[config.mk]
export PLATFORM = sky130hd
export DESIGN_NAME = bullet_flight_ctl_flat
export DESIGN_NICKNAME = d
export VERILOG_FILES = /design/src/rtl/bullet_flight_ctl_pkg.sv /design/src/rtl/bullet_flight_ctl_if.sv /design/src/rtl/bullet_flight_ctl_frame_tick_gen.sv /design/src/rtl/bullet_flight_ctl.sv /design/src/flat_wrapper.sv
export SDC_FILE = /design/constraint.sdc
export NUM_CORES = 1
export LEC_CHECK = 0
export BUFFER_PORTS_ARGS = -buffer_cell sky130_fd_sc_hd__buf_2
export CORE_MARGIN = 2
export CORE_UTILIZATION = 61
export DETAILED_ROUTE_END_ITERATION = 10
export PLACE_DENSITY_LB_ADDON = 0.15
export SYNTH_ARGS = -nofsm -noshare
export SYNTH_HDL_FRONTEND = slang
export SYNTH_SLANG_ARGS = --single-unit
[constraint.sdc]
create_clock -name clk -period 4.87 [get_ports clk]
set_clock_uncertainty 0.05 [all_clocks]
set_input_delay 0.2435 -clock clk [delete_from_list [all_inputs] [get_ports clk]]
set_output_delay 0.2435 -clock clk [all_outputs]
set_load 0.02 [all_outputs]
[src/rtl/bullet_flight_ctl_pkg.sv]
// Shared types and screen constants for the bullet flight controller and the bullet renderer.
package bullet_flight_ctl_pkg;

    localparam int SCREEN_W        = 800;
    localparam int SCREEN_H        = 600;
    localparam int STEP            = 4;
    localparam int TANK_W          = 32;
    localparam int TANK_H          = 32;
    localparam int HIT_FRAMES      = 8;
    localparam int COOLDOWN_FRAMES = 30;

    typedef enum logic [1:0] {
        IDLE     = 2'd0,
        FLY      = 2'd1,
        HIT      = 2'd2,
        COOLDOWN = 2'd3
    } state_t;

    typedef enum logic [1:0] {
        DIR_UP    = 2'd0,
        DIR_RIGHT = 2'd1,
        DIR_DOWN  = 2'd2,
        DIR_LEFT  = 2'd3
    } dir_t;

    function automatic int max_int(input int a, input int b);
        return (a > b) ? a : b;
    endfunction

endpackage

[src/rtl/bullet_flight_ctl_if.sv]
// Control/status bundle between a tank's game logic and its bullet flight controller.
interface bullet_flight_ctl_if;
    logic       vsync;
    logic       fire;
    logic [9:0] muzzle_x;
    logic [9:0] muzzle_y;
    logic [1:0] dir;
    logic [9:0] target_x;
    logic [9:0] target_y;
    logic [9:0] xpos_bullet;
    logic [9:0] ypos_bullet;
    logic       busy;
    logic       hit;
    logic       hit_active;

    modport master (
        output vsync, fire, muzzle_x, muzzle_y, dir, target_x, target_y,
        input  xpos_bullet, ypos_bullet, busy, hit, hit_active
    );

    modport slave (
        input  vsync, fire, muzzle_x, muzzle_y, dir, target_x, target_y,
        output xpos_bullet, ypos_bullet, busy, hit, hit_active
    );
endinterface

[src/rtl/bullet_flight_ctl_frame_tick_gen.sv]
// Rising-edge detector on vsync: one-cycle tick at the start of each frame.
module frame_tick_gen (
    input  logic clk,
    input  logic rst,
    input  logic vsync,
    output logic tick
);
    logic vsync_q;

    always_ff @(posedge clk) begin
        if (rst) vsync_q <= 1'b0;
        else     vsync_q <= vsync;
    end

    assign tick = vsync & ~vsync_q;
endmodule

[src/rtl/bullet_flight_ctl.sv]
// Single-bullet life cycle: fire, per-frame flight, hit/edge detection, impact hold, reload cooldown.
module bullet_flight_ctl
    import bullet_flight_ctl_pkg::*;
(
    input  logic clk,
    input  logic rst,
    bullet_flight_ctl_if.slave bus
);
    localparam int CNT_W = $clog2(max_int(HIT_FRAMES, COOLDOWN_FRAMES) + 1);

    state_t           state_reg;
    dir_t             dir_reg;
    logic [9:0]       x_reg, y_reg;
    logic [CNT_W-1:0] cnt_reg;
    logic             busy_reg, hit_reg, hit_active_reg;
    logic             tick;

    frame_tick_gen u_tick (
        .clk   (clk),
        .rst   (rst),
        .vsync (bus.vsync),
        .tick  (tick)
    );

    // 11-bit arithmetic keeps box and edge sums from wrapping near the 10-bit limit.
    logic [10:0] x11, y11, tx11, ty11;
    logic        in_box, at_edge;

    assign x11  = {1'b0, x_reg};
    assign y11  = {1'b0, y_reg};
    assign tx11 = {1'b0, bus.target_x};
    assign ty11 = {1'b0, bus.target_y};
    assign in_box = (x11 >= tx11) && (x11 < tx11 + 11'(TANK_W)) &&
                    (y11 >= ty11) && (y11 < ty11 + 11'(TANK_H));

    always_comb begin
        at_edge = 1'b0;
        case (dir_reg)
            DIR_UP:    at_edge = y11 < 11'(STEP);
            DIR_RIGHT: at_edge = x11 + 11'(STEP) >= 11'(SCREEN_W);
            DIR_DOWN:  at_edge = y11 + 11'(STEP) >= 11'(SCREEN_H);
            DIR_LEFT:  at_edge = x11 < 11'(STEP);
            default:   at_edge = 1'b0;
        endcase
    end

    always_ff @(posedge clk) begin
        if (rst) begin
            state_reg      <= IDLE;
            dir_reg        <= DIR_UP;
            x_reg          <= '0;
            y_reg          <= '0;
            cnt_reg        <= '0;
            busy_reg       <= 1'b0;
            hit_reg        <= 1'b0;
            hit_active_reg <= 1'b0;
        end else begin
            hit_reg <= 1'b0;
            case (state_reg)
                IDLE: begin
                    x_reg          <= '0;
                    y_reg          <= '0;
                    busy_reg       <= 1'b0;
                    hit_active_reg <= 1'b0;
                    cnt_reg        <= '0;
                    if (bus.fire) begin
                        state_reg <= FLY;
                        dir_reg   <= dir_t'(bus.dir);
                        busy_reg  <= 1'b1;
                        y_reg     <= bus.muzzle_y;
                        // (0,0) is the renderer's "no bullet" marker, so nudge a zero spawn.
                        if (bus.muzzle_x == '0 && bus.muzzle_y == '0) x_reg <= 10'd1;
                        else                                          x_reg <= bus.muzzle_x;
                    end
                end
                FLY: if (tick) begin
                    if (in_box) begin
                        state_reg      <= HIT;
                        hit_reg        <= 1'b1;
                        hit_active_reg <= 1'b1;
                        cnt_reg        <= '0;
                    end else if (at_edge) begin
                        state_reg <= COOLDOWN;
                        x_reg     <= '0;
                        y_reg     <= '0;
                        cnt_reg   <= '0;
                    end else begin
                        case (dir_reg)
                            DIR_UP:    y_reg <= y_reg - 10'(STEP);
                            DIR_RIGHT: x_reg <= x_reg + 10'(STEP);
                            DIR_DOWN:  y_reg <= y_reg + 10'(STEP);
                            default:   x_reg <= x_reg - 10'(STEP);
                        endcase
                    end
                end
                HIT: if (tick) begin
                    if (cnt_reg == CNT_W'(HIT_FRAMES - 1)) begin
                        state_reg      <= COOLDOWN;
                        x_reg          <= '0;
                        y_reg          <= '0;
                        hit_active_reg <= 1'b0;
                        cnt_reg        <= '0;
                    end else begin
                        cnt_reg <= cnt_reg + 1'b1;
                    end
                end
                COOLDOWN: if (tick) begin
                    if (cnt_reg == CNT_W'(COOLDOWN_FRAMES - 1)) begin
                        state_reg <= IDLE;
                        busy_reg  <= 1'b0;
                        cnt_reg   <= '0;
                    end else begin
                        cnt_reg <= cnt_reg + 1'b1;
                    end
                end
                default: begin
                    state_reg      <= IDLE;
                    x_reg          <= '0;
                    y_reg          <= '0;
                    busy_reg       <= 1'b0;
                    hit_active_reg <= 1'b0;
                    cnt_reg        <= '0;
                end
            endcase
        end
    end

    assign bus.xpos_bullet = x_reg;
    assign bus.ypos_bullet = y_reg;
    assign bus.busy        = busy_reg;
    assign bus.hit         = hit_reg;
    assign bus.hit_active  = hit_active_reg;
endmodule

[src/flat_wrapper.sv]
// flat-port wrapper written by rule: the top's interface ports become plain ports
module bullet_flight_ctl_flat import bullet_flight_ctl_pkg::*;
  (clk, rst, bus_vsync, bus_fire, bus_muzzle_x, bus_muzzle_y, bus_dir, bus_target_x, bus_target_y, bus_xpos_bullet, bus_ypos_bullet, bus_busy, bus_hit, bus_hit_active);
  bullet_flight_ctl_if bus_i ();
  input  logic clk;
  input  logic rst;
  input wire logic [$bits(bus_i.vsync)-1:0] bus_vsync;
  input wire logic [$bits(bus_i.fire)-1:0] bus_fire;
  input wire logic [$bits(bus_i.muzzle_x)-1:0] bus_muzzle_x;
  input wire logic [$bits(bus_i.muzzle_y)-1:0] bus_muzzle_y;
  input wire logic [$bits(bus_i.dir)-1:0] bus_dir;
  input wire logic [$bits(bus_i.target_x)-1:0] bus_target_x;
  input wire logic [$bits(bus_i.target_y)-1:0] bus_target_y;
  output wire logic [$bits(bus_i.xpos_bullet)-1:0] bus_xpos_bullet;
  output wire logic [$bits(bus_i.ypos_bullet)-1:0] bus_ypos_bullet;
  output wire logic [$bits(bus_i.busy)-1:0] bus_busy;
  output wire logic [$bits(bus_i.hit)-1:0] bus_hit;
  output wire logic [$bits(bus_i.hit_active)-1:0] bus_hit_active;
  assign bus_i.vsync = bus_vsync;
  assign bus_i.fire = bus_fire;
  assign bus_i.muzzle_x = bus_muzzle_x;
  assign bus_i.muzzle_y = bus_muzzle_y;
  assign bus_i.dir = bus_dir;
  assign bus_i.target_x = bus_target_x;
  assign bus_i.target_y = bus_target_y;
  assign bus_xpos_bullet = bus_i.xpos_bullet;
  assign bus_ypos_bullet = bus_i.ypos_bullet;
  assign bus_busy = bus_i.busy;
  assign bus_hit = bus_i.hit;
  assign bus_hit_active = bus_i.hit_active;
  bullet_flight_ctl u_core (.clk(clk), .rst(rst), .bus(bus_i));
endmodule
==> results.txt, run 1 <==
The run finished with clean final reports. The share of the yosys chip area belonging to registers came out at 18.32%. In this run the worst path has a maximum fanout of 16. The post-layout minimum cycle time is 3289 ps. The number of endpoints with negative hold slack in the final report is 0. By count the netlist is led by sky130_fd_sc_hd__ha_1, sky130_fd_sc_hd__dfxtp_1, sky130_fd_sc_hd__inv_1. In the final layout, the multi-input gates occupy 2723 um^2. The sum of net half-perimeters after detailed placement is 7436 um.

The leakage power of the design came out at 1.744 nW. 69 I/O pins were placed. The wire length of the first global-routing pass came out at 15770 um. The initial antenna violation count is 0.

The fraction of final layout cells with drive strength greater than 1 came out at 18.24%. The detail-routed net length per standard cell is 16.68 um. Once the floorplan was initialized, standard cells occupied 62.01% of the core. The final instance count without filler cells is 585. For this block, the initial DRC count from the detailed router was 265. The buffering stage count on the worst path with inverters included came out at 0. The routed layout has 3796 vias.

For the pin with the worst max-slew slack, the measured transition is 1060 ps. Data on the critical path is required at its endpoint by 5010 ps. By instance count, the leading cell after synthesis is sky130_fd_sc_hd__ha_1. The cell area that synthesis handed to floorplanning was 3606 um^2. The vertical extent of the die is 80.89 um.

The number of buffers inserted during clock tree synthesis is 5. The buffer depth of the longest clock path is 2. The quantity of hold-fixing buffers added after cts came out at 0. The critical path launch point type is a register.

The number of failing setup endpoints in the final timing report came out at 0. Post-CTS timing repair inserted 0 buffers for setup. The power after layout is 2.207 mW.

The total power divided by cell area is 547.0 nW/um^2. The count of distinct cell types in the synthesized netlist came out at 72. The H-tree depth reported by CTS came out at 2.

Summing all flip-flop and latch instances after layout gives 660.6 um^2. The die covers 6542 um^2. Detailed routing placed a total of 626 um of wire on met3. Setup repair after global routing left no endpoint under its margin. The clock transition at the register clock pins on the worst setup and hold paths after CTS is 70 ps. The setup path with the least slack is of type register to register. The maximum frequency from static timing analysis is 304.1 MHz. For this run, the number of Yosys warnings is 0. Traced cell by cell, the critical path runs through ha_1, o21ai_0, a221o_1, a22o_1, or4_4, nor3_2, nor2_1, a211oi_1. The most used flip-flop cell after synthesis is sky130_fd_sc_hd__dfxtp_1. The remaining routing DRC violations is 0.

The worst-path cell with the longest stage delay is sky130_fd_sc_hd__dfxtp_1. The cell family contributing the most delay on the critical path is simple AND/OR/NAND/NOR gates. The worst setup path is captured at a register.

The count of input and output buffers came out at 68. The number of enable-type register cells in the synthesized netlist is 0. The placed cell count came out at 578. In this run, synthesis produced a sequential element count of 33.

The total length of routed met2 wires is 4643 um. The maximum number of pins on one net before global-route repair is 50. The number of antenna repair diodes came out at 0. The proportion of register bits with asynchronous set or reset after synthesis came out at 0%.

The leftover overflow at the end of global routing came out at 0. The layout has 523 filler cells. The congestion estimate from routability-driven global placement came to 0.9064. Routed signal wires occupy layers up through met4. The type of the worst min-delay path is input port to register. The routed wire length is 9758 um. The max-cap violation count came out at 0.

The final net count is 600. The width of the chip came out at 80.89 um. The cell sitting at the root of the clock tree is a sky130_fd_sc_hd__clkbuf_8. In this run the standard cell core region covers 5816 um^2. The number of global-route vias before repair came out at 3415.

In this design, the stage delay of the slowest critical-path cell is 650 ps. The maximum resistive drop on vdd is 0.3491 mV. The final setup TNS came out at 0 ps. The number of vias per cell is 6.489.

The wire length the detailed router placed on met1 came out at 4306 um. The final-report max-slew violation count is 0. The utilization after layout is 69.38%. The part of the cycle the worst path needs is 67.53%. The relative slew slack is 29.36%. The number of gates resized after CTS was 0. The post-synthesis area per instance came out at 7.943 um^2. Global routing consumed, over all layers together, 30.28% of the routing resources. The largest total area in the synthesized netlist belongs to sky130_fd_sc_hd__dfxtp_1. The number of nets with antenna violations after detailed routing came out at 0.

The source-to-sink clock delay at the later pin of the worst-skew pair is 290 ps. From synthesis to final layout, the design area changed by 11.90%. The row count is 28. Synthesis produced a netlist whose cell count is 454.

The number of nets in the synthesized netlist is 544. For the worst setup path, the data arrival time is 3430 ps. The clock drives 33 sinks. The iteration count of the initial detailed-routing pass is 5. TritonCTS built the clock tree. After synthesis, the cell types taking the most area are sky130_fd_sc_hd__dfxtp_1, sky130_fd_sc_hd__ha_1, sky130_fd_sc_hd__a211oi_1. The proportion of netlist area held by the largest area contributor is 18.32%.
report_power, final:
part	internal (mW)	total, mW	leakage [nW]	switching [mW]
Combinational	0.613	1.47	1.43	0.859
Clock	0.112	0.213	0.0443	0.100
Sequential	0.342	0.522	0.269	0.181
Total	1.07	2.21	1.74	1.14
metal layers:
layer,vias to the layer above,GRT usage (%)
li1,1848,-
met1,1772,40.04
met3,19,4.111
met4,0,10.51
met5,-,0
met2,157,50.58
final timing paths:
kind	slack (ps)	to	start	depth (start not counted)
setup / recovery	1580	u_core.bus.xpos_bullet[2]$_SDFFE_PP0P_	u_core.bus.ypos_bullet[6]$_SDFFE_PP0P_	8
hold / removal	170	u_core.dir_reg[0]$_SDFFE_PP0P_	bus_dir[0]	3
setup reg to reg	1580	u_core.bus.xpos_bullet[2]$_SDFFE_PP0P_	u_core.bus.ypos_bullet[6]$_SDFFE_PP0P_	8
hold reg to reg	360	u_core.bus.hit$_SDFF_PP0_	u_core.u_tick.vsync_q$_SDFF_PP0_	1
through the flow:
step,cell area (um^2),worst slack [ps],hold WS [ps]
final,4035,1581,167.6
after global routing,4035,1335,184.5
after CTS,4035,1614,162.2
after detailed placement,3949,1578,356.0
after global placement,3949,1689,346.3
after floorplan,3606,2201,338.5
worst register-to-register path: stages (launching register included):
cell	delay (ps)
sky130_fd_sc_hd__dfxtp_1	650
sky130_fd_sc_hd__ha_1	260
sky130_fd_sc_hd__o21ai_0	90
sky130_fd_sc_hd__a221o_1	350
sky130_fd_sc_hd__a22o_1	200
sky130_fd_sc_hd__or4_4	570
sky130_fd_sc_hd__nor3_2	630
sky130_fd_sc_hd__nor2_1	150
sky130_fd_sc_hd__a211oi_1	250
area by class of cell:
class | count | share of cell area (%)
flip-flops and latches | 33 | 16.37
multi-input cells | 368 | 67.47
clock buffers | 7 | 2.140
inverters | 33 | 3.070
repair buffers | 69 | 8.620
well taps | 75 | 2.326
layout by cell type, fill, tap and decap left out, types with 4 or more instances in the layout:
master and instances:
sky130_fd_sc_hd__ha_1 44, sky130_fd_sc_hd__or3_1 5, sky130_fd_sc_hd__a211oi_1 23, sky130_fd_sc_hd__and3_1 7, sky130_fd_sc_hd__o21a_1 4, sky130_fd_sc_hd__o21ai_0 19, sky130_fd_sc_hd__nor4_1 12, sky130_fd_sc_hd__a21oi_1 21
sky130_fd_sc_hd__dfxtp_1 33, sky130_fd_sc_hd__buf_2 68, sky130_fd_sc_hd__inv_1 33, sky130_fd_sc_hd__o32ai_1 13, sky130_fd_sc_hd__nor3b_1 6, sky130_fd_sc_hd__a21o_1 4, sky130_fd_sc_hd__a31oi_1 7, sky130_fd_sc_hd__nand4_1 4
sky130_fd_sc_hd__nor2b_1 9, sky130_fd_sc_hd__xnor2_1 9, sky130_fd_sc_hd__nand2b_1 20, sky130_fd_sc_hd__nand3_1 17, sky130_fd_sc_hd__nor2_1 29, sky130_fd_sc_hd__clkbuf_8 6, sky130_fd_sc_hd__nand2_1 20, sky130_fd_sc_hd__nor3_1 10
sky130_fd_sc_hd__a21boi_0 4, sky130_fd_sc_hd__a22oi_1 17
logic make-up (layout without fill, tap and decap cells):
family	Yosys count	in the layout	synth area share, %
and+or+nand+nor	159	159	25.02
AOI/OAI and AO/OA	151	151	31.61
buffers and inverters	53	109	6.176
adders and majority gates	44	44	15.27
DFF	33	33	18.32
xor gates and xnor gates	10	10	2.429
muxes	4	4	1.180
(Power assumes the default switching activity.)
==> run 2: changes to the inputs <==
Settings changed: CORE_UTILIZATION 61 to 51.
Clock period 4.87 ns to 2.7 ns, I/O delays scaled along.
==> run 2 against run 1 <==
Net effect: count of clock-buffer cells in the layout unchanged; design area grew 13%; worst setup slack worse by 1500 ps; first-iteration DRC count fell by 6.4%; register-to-register slack got worse by 1500 ps; global-route usage decreased by 3.5 points; critical path depth is the same; die area increased by 19%; flip-flop and latch count unchanged; largest cell class unchanged.
==> results.txt, run 2 (synthesized netlist as in run 1, its figures left out) <==
The transition time at the pin with the least slew margin is 894.1 ps. The congestion estimate from routability-driven global placement came to 0.9196. Summed over all layers, the global routing overflow is 0. The clock network fraction of design power came out at 8.4%.

The H-tree depth reported by CTS is 2. At the later pin of the worst-skew pair, clock insertion delay measures 280 ps. The width of the chip came out at 88.09 um. By startpoint and endpoint, the worst setup path is classified as register to register. The vertical extent of the die came out at 88.09 um. The wire length of the first global-routing pass came out at 16470 um. The launch instance of the worst min-delay path is bus_dir[0].

The final-report max-slew violation count came out at 0. The setup check on the worst reg-to-reg path leaves a slack of 30 ps. The least setup slack across all paths after layout came out at 32.76 ps. The destination of the worst hold path is u_core.dir_reg[0]$_SDFFE_PP0P_. The maximum fanout along the worst path is 4. The worst register-to-register path has a depth of 8. The tree is rooted in a sky130_fd_sc_hd__clkbuf_8. The clock passes through at most 2 buffers. The most common cell after layout, fill and taps aside is sky130_fd_sc_hd__buf_2. Headroom to the max-slew limit came out at 40.39%.

The routed wire length is 10760 um. The min-delay analysis places its worst path in the category input port to register. The worst-case IR drop observed on VDD is 0.6224 mV. The layout-stage area growth over the synthesis result came out at 26.89%. The sum of net half-perimeters after detailed placement is 8216 um. The maximum number of pins on one net before global-route repair came out at 50. The count of nets left with antenna violations once routing finished came out at 0. The detailed router placed 3937 vias in this run.

STA classifies the critical path endpoint as a register. The number of top-level pins is 69. The buffering stage count on the worst path with inverters included came out at 0. The count of input and output buffers came out at 68. Among all stages on the critical path, the largest delay is contributed by sky130_fd_sc_hd__dfxtp_1. The final design instance area without fill came out at 4576 um^2. The power after layout is 4.464 mW. The initial antenna violation count is 0. Buffers inserted to repair hold after CTS numbered 0.

The number of endpoints with negative hold slack in the final report is 0. The starting density of the core came out at 52.78%. The flow ran to the end, and the final reports show no timing, DRC or antenna violations. The iteration count of the initial detailed-routing pass is 4. The total track usage is 26.74%. The delay of the slowest cell on the worst path is 440 ps.

The signal on the critical path passes through ha_1, and4b_1, a2111oi_4, a211o_1, o41a_1, nand2_2, a21oi_4, mux2_2. The detail-routed net length per standard cell came out at 16.58 um. Of the total power, registers draw 16.9%. Data on the critical path is required at its endpoint by 2820 ps. The total net switching power is 2.226 mW. Row generation in the floorplan step produced 30 rows. The part of the cycle the worst path needs came out at 98.79%. The floorplan core area is 6832 um^2. The logic gate share of total power came out at 74.6%. The analysis attributes to cell leakage a power of 1.998 nW. STA puts the critical path data arrival time at 2790 ps. Setup repair after global routing could not meet its margin everywhere. Across the run, the number of max-cap violations was 0. Counting instances, the worst hold path has a depth of 3. The maximum frequency from static timing analysis came out at 374.9 MHz. The number of buffers inserted during clock tree synthesis came out at 5. The endpoint identified for the worst register-to-register timing path is u_core.cnt_reg[0]$_SDFFE_PP0P_. The worst setup path is launched from a register.

The top cell types in the final layout, fill and taps aside, are sky130_fd_sc_hd__buf_2, sky130_fd_sc_hd__buf_4, sky130_fd_sc_hd__ha_1. Of the cells placed in the final design, the portion with a size suffix greater than 1 is 29.11%. The worst path needs 2667 ps of the cycle, external delays included. The total power divided by cell area came out at 975.5 nW/um^2.

The cell class contributing the biggest share of worst-path delay is compound AO/OA/AOI/OAI gates. Counting the fill cells in the layout gives 636. The number of vias per cell came out at 6.066.

The final net count came out at 643. The clock net sink count came out at 33. Cell internal power was estimated by the tool at 2.237 mW. The net switching share of the total power is 49.87%. The number of antenna repair diodes is 0.

The placement-stage cell area came out at 4295 um^2. In this run the critical register-to-register path is launched from u_core.bus.ypos_bullet[3]$_SDFFE_PP0P_. TritonCTS built the clock tree.

In this run, the number of DRC markers left after iteration 0 of detailed routing was 248. The clock transition at the register clock pins on the worst setup and hold paths after CTS came out at 70 ps. The floorplan step defined a die boundary enclosing 7759 um^2. The number of failing setup endpoints in the final timing report came out at 0. The number of global-route vias before repair came out at 3544. The remaining routing DRC violations is 0. The post-placement setup slack is -253.5 ps.
-- run 2: metal layers --
metal  vias to the layer above  track usage, %  routed length [um]
met4                         0           7.025                 238
met1                      1842           35.71                4837
met3                        22           3.582                 550
met5                         -               0                   0
li1                       1934               -                   -
met2                       139           45.52                5134
-- run 2: how the worst max path moves through the flow --
stage                                           start                                      to  cells after the start
2_1_floorplan  u_core.bus.ypos_bullet[2]$_SDFFE_PP0P_          u_core.cnt_reg[0]$_SDFFE_PP0P_                      8
3_3_place_gp                          bus_target_x[5]  u_core.bus.xpos_bullet[1]$_SDFFE_PP0P_                     11
3_5_place_dp                          bus_target_y[5]          u_core.cnt_reg[0]$_SDFFE_PP0P_                     12
4_1_cts        u_core.bus.ypos_bullet[8]$_SDFFE_PP0P_          u_core.cnt_reg[0]$_SDFFE_PP0P_                      8
5_1_grt        u_core.bus.ypos_bullet[3]$_SDFFE_PP0P_          u_core.cnt_reg[0]$_SDFFE_PP0P_                      8
6_report       u_core.bus.ypos_bullet[3]$_SDFFE_PP0P_          u_core.cnt_reg[0]$_SDFFE_PP0P_                      8
-- run 2: final cells by class --
type | instances | area, um^2 | share of cell area, %
timing repair buffer | 112 | 690.7 | 15.09
inverter | 33 | 123.9 | 2.707
tap | 96 | 120.1 | 2.625
clock buffer | 7 | 86.33 | 1.887
sequential | 33 | 668.1 | 14.60
multi-input combinational | 368 | 2887 | 63.08
-- run 2: worst min-delay path: cells and delay by family --
| family | cells | cell delay (ps) |
|---|---|---|
| buf+inv | 1 | 100 |
| simple gates | 1 | 60 |
| compound gates | 1 | 50 |
-- run 2: power by group through the flow --
| stage | logic (mW) | clock network (mW) | registers [mW] |
|---|---|---|---|
| after global routing | 3.65 | 0.405 | 0.772 |
| final | 3.33 | 0.377 | 0.756 |
| after floorplan | 1.99 | 0 | 0.913 |
| after CTS | 3.05 | 0.383 | 0.736 |
| after detailed placement | 3.03 | 0 | 0.744 |
| after global placement | 2.96 | 0 | 0.744 |
-- run 2: repair_timing --
action	CTS	global route
gates resized for setup	2	31
cloned	0	0
buffers inserted	0	2
endpoints found under the setup margin	13	25
pin swaps	1	15
-- run 2: metrics by stage --
| step | TNS, ps | cells | util [%] | hold WS [ps] |
|---|---|---|---|---|
| floorplan | 0 | 454 | - | 232.5 |
| global placement | -2687 | 640 | 62.88 | 345.0 |
| detailed placement | -5446 | 640 | 62.88 | 355.3 |
| CTS | 0 | 647 | 64.27 | 52.51 |
| global route | -272.0 | 649 | 66.98 | 67.73 |
| finish | 0 | 649 | 66.98 | 53.92 |
